`config.mk`:
```
export PLATFORM = sky130hd
export DESIGN_NAME = cpu_ctrl
export DESIGN_NICKNAME = d
export VERILOG_FILES = /design/src/rtl/cpu_pkg.sv /design/src/rtl/cpu_decode.sv /design/src/rtl/cpu_ctrl.sv
export SDC_FILE = /design/constraint.sdc
export NUM_CORES = 1
export LEC_CHECK = 0
export CORE_ASPECT_RATIO = 0.8
export CORE_MARGIN = 5
export CORE_UTILIZATION = 40
export DETAILED_ROUTE_END_ITERATION = 10
export PLACE_DENSITY = 0.66
export SLEW_MARGIN = 5
export SYNTH_ARGS = -nofsm -noshare
export SYNTH_HDL_FRONTEND = slang
export SYNTH_HIERARCHICAL = 1
export SYNTH_SLANG_ARGS = --single-unit
```
`constraint.sdc`:
```
create_clock -name CLK -period 2.5 [get_ports CLK]
set_input_delay 0.25 -clock CLK [delete_from_list [all_inputs] [get_ports CLK]]
set_output_delay 0.25 -clock CLK [all_outputs]
set_load 0.01 [all_outputs]
```
`src/rtl/cpu_pkg.sv`:
```
// rtl/cpu_pkg.sv - shared opcode, state, ALU encodings and instruction field positions
package cpu_pkg;

  typedef enum logic [3:0] {
    OP_ADD  = 4'h0,
    OP_SUB  = 4'h1,
    OP_AND  = 4'h2,
    OP_OR   = 4'h3,
    OP_ADDI = 4'h4,
    OP_BEQZ = 4'h8,
    OP_JMP  = 4'h9,
    OP_HALT = 4'hF
  } opcode_e;

  typedef enum logic [1:0] {
    ST_IDLE  = 2'd0,
    ST_FETCH = 2'd1,
    ST_EXEC  = 2'd2,
    ST_HALT  = 2'd3
  } state_e;

  localparam logic [1:0] ALU_ADD = 2'b00;
  localparam logic [1:0] ALU_SUB = 2'b01;
  localparam logic [1:0] ALU_AND = 2'b10;
  localparam logic [1:0] ALU_OR  = 2'b11;

  localparam int OP_MSB = 15;
  localparam int OP_LSB = 12;
  localparam int D_MSB  = 11;
  localparam int D_LSB  = 8;
  localparam int S_MSB  = 7;
  localparam int S_LSB  = 4;
  localparam int T_MSB  = 3;
  localparam int T_LSB  = 0;
  localparam int K_MSB  = 7;
  localparam int K_LSB  = 0;

endpackage

```
`src/rtl/cpu_decode.sv`:
```
// rtl/cpu_decode.sv - combinational instruction-register decoder
// Fields an opcode does not use are held at zero so the datapath sees a quiet bus.
module cpu_decode
  import cpu_pkg::*;
(
  input  logic [15:0] ir_i,
  output logic [3:0]  ra1_o,
  output logic [3:0]  ra2_o,
  output logic [3:0]  wa_o,
  output logic [7:0]  imm_o,
  output logic        alu_src_o,
  output logic [1:0]  alu_ctrl_o,
  output logic        reg_we_o,
  output logic        is_beqz_o,
  output logic        is_jmp_o,
  output logic        is_halt_o,
  output logic        is_illegal_o
);

  logic [3:0] op, f_d, f_s, f_t;
  logic [7:0] f_k;

  assign op  = ir_i[OP_MSB:OP_LSB];
  assign f_d = ir_i[D_MSB:D_LSB];
  assign f_s = ir_i[S_MSB:S_LSB];
  assign f_t = ir_i[T_MSB:T_LSB];
  assign f_k = ir_i[K_MSB:K_LSB];

  always_comb begin
    ra1_o        = '0;
    ra2_o        = '0;
    wa_o         = '0;
    imm_o        = '0;
    alu_src_o    = 1'b0;
    alu_ctrl_o   = ALU_ADD;
    reg_we_o     = 1'b0;
    is_beqz_o    = 1'b0;
    is_jmp_o     = 1'b0;
    is_halt_o    = 1'b0;
    is_illegal_o = 1'b0;
    case (op)
      OP_ADD, OP_SUB, OP_AND, OP_OR: begin
        ra1_o      = f_s;
        ra2_o      = f_t;
        wa_o       = f_d;
        alu_ctrl_o = op[1:0];
        reg_we_o   = 1'b1;
      end
      OP_ADDI: begin
        ra1_o     = f_d;
        wa_o      = f_d;
        imm_o     = f_k;
        alu_src_o = 1'b1;
        reg_we_o  = 1'b1;
      end
      // Zero test is done by the ALU as rd + 0
      OP_BEQZ: begin
        ra1_o     = f_d;
        alu_src_o = 1'b1;
        is_beqz_o = 1'b1;
      end
      OP_JMP:  is_jmp_o  = 1'b1;
      OP_HALT: is_halt_o = 1'b1;
      default: is_illegal_o = 1'b1;
    endcase
  end

endmodule

```
`src/rtl/cpu_ctrl.sv`:
```
// rtl/cpu_ctrl.sv - fetch/execute controller owning FSM, PC, IR and retired counter
module cpu_ctrl
  import cpu_pkg::*;
#(
  parameter int PC_W  = 8,
  parameter int CNT_W = 16
) (
  input  logic             CLK,
  input  logic             RST,
  input  logic             start,
  output logic             imem_req,
  output logic [PC_W-1:0]  imem_addr,
  input  logic             imem_valid,
  input  logic [15:0]      imem_rdata,
  output logic [3:0]       RA1,
  output logic [3:0]       RA2,
  output logic [3:0]       WA,
  output logic [7:0]       immediate,
  output logic             write_enable,
  output logic             ALUsrc,
  output logic [1:0]       ALUControl,
  input  logic             Zero,
  output logic             halted,
  output logic             illegal,
  output logic [CNT_W-1:0] retired
);

  state_e           state_q, state_d;
  logic [PC_W-1:0]  pc_q, pc_d;
  logic [15:0]      ir_q, ir_d;
  logic [CNT_W-1:0] ret_q, ret_d;

  logic dec_we, dec_beqz, dec_jmp, dec_halt, dec_illegal;
  logic [PC_W-1:0] k_sx;

  cpu_decode u_decode (
    .ir_i         (ir_q),
    .ra1_o        (RA1),
    .ra2_o        (RA2),
    .wa_o         (WA),
    .imm_o        (immediate),
    .alu_src_o    (ALUsrc),
    .alu_ctrl_o   (ALUControl),
    .reg_we_o     (dec_we),
    .is_beqz_o    (dec_beqz),
    .is_jmp_o     (dec_jmp),
    .is_halt_o    (dec_halt),
    .is_illegal_o (dec_illegal)
  );

  assign k_sx = PC_W'($signed(ir_q[K_MSB:K_LSB]));

  always_ff @(posedge CLK or posedge RST) begin
    if (RST) begin
      state_q <= ST_IDLE;
      pc_q    <= '0;
      ir_q    <= '0;
      ret_q   <= '0;
    end else begin
      state_q <= state_d;
      pc_q    <= pc_d;
      ir_q    <= ir_d;
      ret_q   <= ret_d;
    end
  end

  always_comb begin
    state_d = state_q;
    pc_d    = pc_q;
    ir_d    = ir_q;
    ret_d   = ret_q;
    case (state_q)
      ST_IDLE, ST_HALT: begin
        if (start) begin
          pc_d    = '0;
          ret_d   = '0;
          state_d = ST_FETCH;
        end
      end
      ST_FETCH: begin
        if (imem_valid) begin
          ir_d    = imem_rdata;
          state_d = ST_EXEC;
        end
      end
      ST_EXEC: begin
        if (dec_beqz && Zero) begin
          pc_d = pc_q + PC_W'(1) + k_sx;
        end else if (dec_jmp) begin
          pc_d = PC_W'(ir_q[K_MSB:K_LSB]);
        end else begin
          pc_d = pc_q + PC_W'(1);
        end
        if (ret_q != '1) begin
          ret_d = ret_q + CNT_W'(1);
        end
        state_d = dec_halt ? ST_HALT : ST_FETCH;
      end
      default: state_d = ST_IDLE;
    endcase
  end

  assign imem_req     = (state_q == ST_FETCH);
  assign imem_addr    = pc_q;
  assign write_enable = (state_q == ST_EXEC) && dec_we;
  assign illegal      = (state_q == ST_EXEC) && dec_illegal;
  assign halted       = (state_q == ST_HALT);
  assign retired      = ret_q;

endmodule

```
==> run summary, run 1 <==
dominant cells by area after synthesis - dfrtp_1 37%, mux2_2 6.7%, ha_1 5.7%
Wirelength per Cell - 16.5 um
PwrDens - 942 nW/um^2
Hold Path Class - input port to asynchronous set/reset pin
Worst Path Required - 2250 ps
Max-slew headroom - 0.607
worst r2r src - imem_addr[0]
WS Path Type - register to primary output
CTS tree - done
latest clock arrival within the worst-skew pair - 300 ps
Yosys warnings - 6
core area - 6930 um^2
crit path DAT - 2120 ps
global-route wire length before repair - 12700 um
# IOs - 72
final setup fails - 0
H-tree levels - 2
remaining routing DRC violations - 0
GRT Resource Usage Total - 0.171
Worst Setup Start Kind - register
R2R Path End - imem_addr[7]
Synth Register Bits - 42
overall power - 3.55 mW
number of synthesized flops with an enable pin - 0
post-synthesis cell type count - 60
CP Max Fanout - 14
outcome - completed
final net count - 413
starting DRC count in detailed routing - 121
IO Port Bufs - 71
syn nets - 337
register area share after synthesis - 0.368
CTS Hold Bufs - 0
chip width - 104 um
dpl hpwl - 5690 um
Congestion Overflow GR - 0
Initial Util - 0.412
DR vias - 2547
P&R area growth vs syn - 32.0%
Final Hold Viols - 0
fin crit share - 0.948
Die Ht - 85.6 um
setup slack, reg-to-reg - 240 ps
crit path time final - 2370 ps
Worst Path Buf+Inv - 1
VDD IR-drop max - 725 uV
Synth async-reset ratio - 1.00
slowest CP cell - dfrtp_1
RSZ-0062 raised after global routing - no
Crit path largest cell delay - 600 ps
Core Rows - 27
Synth Cell Area - 2860 um^2
Synth Instances - 302
Worst Tran Pin Value - 590 ps
drt pass-1 iters - 4
fin. max-slew vios - 0
final wirelength - 7700 um
Clock Path Buffers - 2
FF-to-FF path depth - 9
Worst Setup End Kind - primary output
mean post-synth cell area - 9.45 um^2
Via density - 5.47
area share of the largest cell type after synthesis - 0.368
Synth Flop Type - dfrtp_1
maxcap violations - 0
largest net degree at the start of global routing - 43
TritonCTS Buffers - 5
vias in the first global route - 2515
RePlAce Congestion - 0.857
layout cells sized above 1 - 0.119
biggest area consumer among synthesized cells - dfrtp_1
full die area - 8940 um^2
setup TNS - 0 ps
CP delay by family, top - flip-flops
initial antenna violation count - 0
Reg clk slew, reported paths - 90 ps
ordered list of cells on the worst path - and4_2 > a211oi_2 > and2_1 > clkdlybuf4s50_1
P_leak - 1.54 nW
clk root buf - clkbuf_8
# diodes - 0
Clock Skews - 4.56 ps
final antenna-violating net count - 0
Highest Clock Rate - 422 MHz
CTS Sinks - 42
==> tightest hold or removal path: stages <==
cell	delay (ps)
clkdlybuf4s50_1	400
inv_1	50
buf_4	460
==> per-stage QoR <==
step / instance area (um^2) / worst slack, ps / std cells / hold WS [ps] / util
3_5_place_dp: 3670 / 297 / 457 / 521 / 0.531
5_1_grt: 3770 / 19.7 / 466 / 450 / 0.544
6_report: 3770 / 131 / 466 / 395 / 0.544
4_1_cts: 3760 / 120 / 465 / 418 / 0.543
2_1_floorplan: 2860 / 491 / 302 / 401 / -
3_3_place_gp: 3670 / 306 / 457 / 510 / 0.531
==> layout by cell type, fill, tap and decap left out, types with 9 or more instances in the layout <==
cell / instances
nor2_1: 17
ha_1: 13
nand2_1: 34
dfrtp_1: 42
o21ai_0: 18
clkdlybuf4s50_1: 71
inv_1: 14
a21oi_1: 9
and2_1: 17
mux2_2: 17
==> area by class of cell <==
cell class,count,area [um^2]
Multi-Input combinational cell,236,1700
Clock buffer,6,72.6
Tap cell,87,109
Sequential cell,42,1050
Fill cell,640,3160
Clock inverter,2,13.8
Inverter,14,52.6
Timing Repair Buffer,79,771
==> synth_stat cells (3+ instances only) <==
library cell / number
dfrtp_1: 42
nand2_1: 34
o21ai_0: 18
and2_1: 17
mux2_2: 17
nor2_1: 17
inv_1: 14
ha_1: 13
a21oi_1: 9
nand3_1: 8
clkbuf_1: 6
nor3_1: 6
a32o_1: 5
mux2i_1: 5
nand2b_1: 5
nor3b_1: 5
xnor2_1: 5
xor2_1: 5
a31oi_1: 4
o211ai_1: 4
o221ai_1: 4
o22ai_1: 4
nand3b_1: 3
nand4_1: 3
o21a_1: 3
o31ai_1: 3
==> layer usage <==
| metal | part of all wire | track usage | vias to the layer above | routed length, um |
|---|---|---|---|---|
| met5 | 0 | 0 | - | 0 |
| met4 | 0.011 | 0.0459 | 0 | 86 |
| met3 | 0.080 | 0.0564 | 13 | 613 |
| met2 | 0.41 | 0.248 | 84 | 3190 |
| met1 | 0.49 | 0.245 | 1197 | 3810 |
| li1 | - | - | 1253 | - |
==> registers in the layout, summed over array words and instances (netlist names) <==
name / cells
retired: 16
state_q: 2
imem_addr: 8
ir_q: 16
==> power breakdown <==
group	total [mW]	internal [mW]	switching [mW]	leakage, nW
Sequential	1.16	0.850	0.311	0.548
Combinational	1.94	0.991	0.946	0.951
Clock	0.452	0.198	0.255	0.0452
Total	3.55	2.04	1.51	1.54
==> how the worst max path moves through the flow <==
stage | from | to | slack, ps | depth (start not counted)
finish | ir_q[15] | illegal | 130 | 4
global route | ir_q[15] | RA1[0] | 20 | 3
CTS | ir_q[15] | immediate[7] | 120 | 3
detailed placement | imem_addr[0] | imem_addr[7] | 300 | 9
global placement | imem_addr[0] | imem_addr[7] | 310 | 9
floorplan | state_q[0] | retired[12] | 490 | 7
==> logic make-up (layout without fill, tap and decap cells) <==
family | after synthesis | count (layout) | share of synthesized area
muxes | 22 | 22 | 0.0846
adders and majority gates | 14 | 14 | 0.0640
buffers and inverters | 24 | 101 | 0.0368
and+or+nand+nor | 112 | 112 | 0.214
xor gates and xnor gates | 12 | 12 | 0.0443
AOI/OAI and AO/OA | 76 | 76 | 0.188
DFF | 42 | 42 | 0.368
==> what timing repair did <==
item,in CTS,in global routing
setup endpoints to repair,0,1
buffers inserted,0,1
gates resized for setup,0,0
No activity file was read; power rests on OpenSTA's default activity.
==> inputs of run 2 (changes only) <==
==> constraint.sdc (replaced) <==
create_clock -name CLK -period 2.5 [get_ports CLK]
set_input_delay 0.5 -clock CLK [delete_from_list [all_inputs] [get_ports CLK]]
set_output_delay 0.5 -clock CLK [all_outputs]
set_load 0.01 [all_outputs]
==> run summary, run 2 (same netlist as run 1, synthesis figures left out) <==
final worst slack - 91.2 ps
dpl hpwl - 5690 um
CTS Sinks - 42
RePlAce Congestion - 0.841
layout cells sized above 1 - 0.136
CP Max Fanout - 9
final net count - 417
Core Rows - 27
H-tree levels - 2
final setup fails - 0
crit path time final - 2410 ps
Initial Util - 0.412
Hold Path Depth - 1
CTS tree - done
Die Ht - 85.6 um
fin crit share - 0.964
DP Worst Slack - 251 ps
fin. max-slew vios - 0
Congestion Overflow GR - 0
critical path capture point - immediate[7]
Worst Path Buf+Inv - 2
ordered list of cells on the worst path - nor4b_4 > buf_4 > and2_1 > clkdlybuf4s50_1
IO Port Bufs - 71
Highest Clock Rate - 415 MHz
PwrDens - 971 nW/um^2
FF-to-FF path depth - 8
latest clock arrival within the worst-skew pair - 300 ps
TritonCTS Buffers - 5
P_leak - 1.58 nW
GRT Resource Usage Total - 0.171
Hold Path Class - register to register
worst r2r src - imem_addr[0]
crit path launch - ir_q[12]
VDD IR-drop max - 555 uV
WS Path Type - register to primary output
R2R Path End - imem_addr[6]
setup TNS - 0 ps
Via density - 5.52
starting DRC count in detailed routing - 65
Worst Path Required - 2000 ps
clk root buf - clkbuf_8
crit path DAT - 1910 ps
outcome - completed
Crit path depth - 4
Clock Path Buffers - 2
initial antenna violation count - 0
RSZ-0062 raised after global routing - no
Max-slew headroom - 0.616
setup slack, reg-to-reg - 230 ps
commonest non-fill, non-tap cells in the layout - 70 x clkdlybuf4s50_1, 39 x dfrtp_1, 34 x nand2_1
design area - 3830 um^2
Crit path largest cell delay - 530 ps
largest net degree at the start of global routing - 43
Worst Setup Start Kind - register
Wirelength per Cell - 16.5 um
final wirelength - 7750 um
most common cell after layout, fill and taps aside - clkdlybuf4s50_1
Reg clk slew, reported paths - 90 ps
Clock Skews - 11.6 ps
slowest CP cell - clkdlybuf4s50_1
Worst Tran Pin Value - 577 ps
CP delay by family, top - buffers and inverters
remaining routing DRC violations - 0
Worst Setup End Kind - primary output
P&R area growth vs syn - 34.0%
final antenna-violating net count - 0
chip width - 104 um
global-route wire length before repair - 12600 um
# IOs - 72
core area - 6930 um^2
Final Hold Viols - 0
full die area - 8940 um^2
DR vias - 2595
Placed Area - 3680 um^2
# diodes - 0
drt pass-1 iters - 4
maxcap violations - 0
vias in the first global route - 2534
run 2: worst min-delay path by stage:
| stage | startpoint | to | slack [ps] |
|---|---|---|---|
| finish | ir_q[10] | ir_q[10] | 540 |
| global route | ir_q[10] | ir_q[10] | 570 |
| CTS | ir_q[11] | ir_q[11] | 540 |
| detailed placement | ir_q[11] | ir_q[11] | 520 |
| global placement | ir_q[11] | ir_q[11] | 510 |
| floorplan | ir_q[14] | ir_q[14] | 480 |
run 2: final cells by class:
| class | instances | area (um^2) |
|---|---|---|
| flip-flops and latches | 42 | 1050 |
| well taps | 87 | 109 |
| multi-input cells | 236 | 1700 |
| clock buffers | 6 | 72.6 |
| repair buffers | 83 | 801 |
| inverters | 14 | 52.6 |
| clock inverters | 2 | 37.5 |
| fillers | 619 | 3100 |
run 2: per-stage QoR:
stage	util	hold slack (ps)	std cells	power, mW
after global routing	0.552	573	470	3.98
after detailed placement	0.532	522	458	3.13
after CTS	0.549	542	467	3.71
after floorplan	-	481	302	2.36
after global placement	0.532	510	458	3.10
final	0.552	542	470	3.72
run 2: what timing repair did:
action,in CTS,in global routing
hold buffers,0,0
setup endpoints to repair,14,10
buffers inserted,1,3
resized for setup,2,2
run 2: per-layer routing:
metal	GRT usage	part of all wire	up-vias
met4	0.0318	0.0041	0
li1	-	-	1264
met2	0.261	0.44	76
met3	0.0564	0.073	5
met1	0.237	0.48	1250
met5	0	0	-
run 2: report_power, final:
part | switching (mW) | leakage (nW) | total, mW | internal [mW]
registers | 0.293 | 0.545 | 1.15 | 0.856
clock network | 0.256 | 0.0514 | 0.555 | 0.298
logic | 0.986 | 0.988 | 2.01 | 1.03
total | 1.54 | 1.58 | 3.72 | 2.18
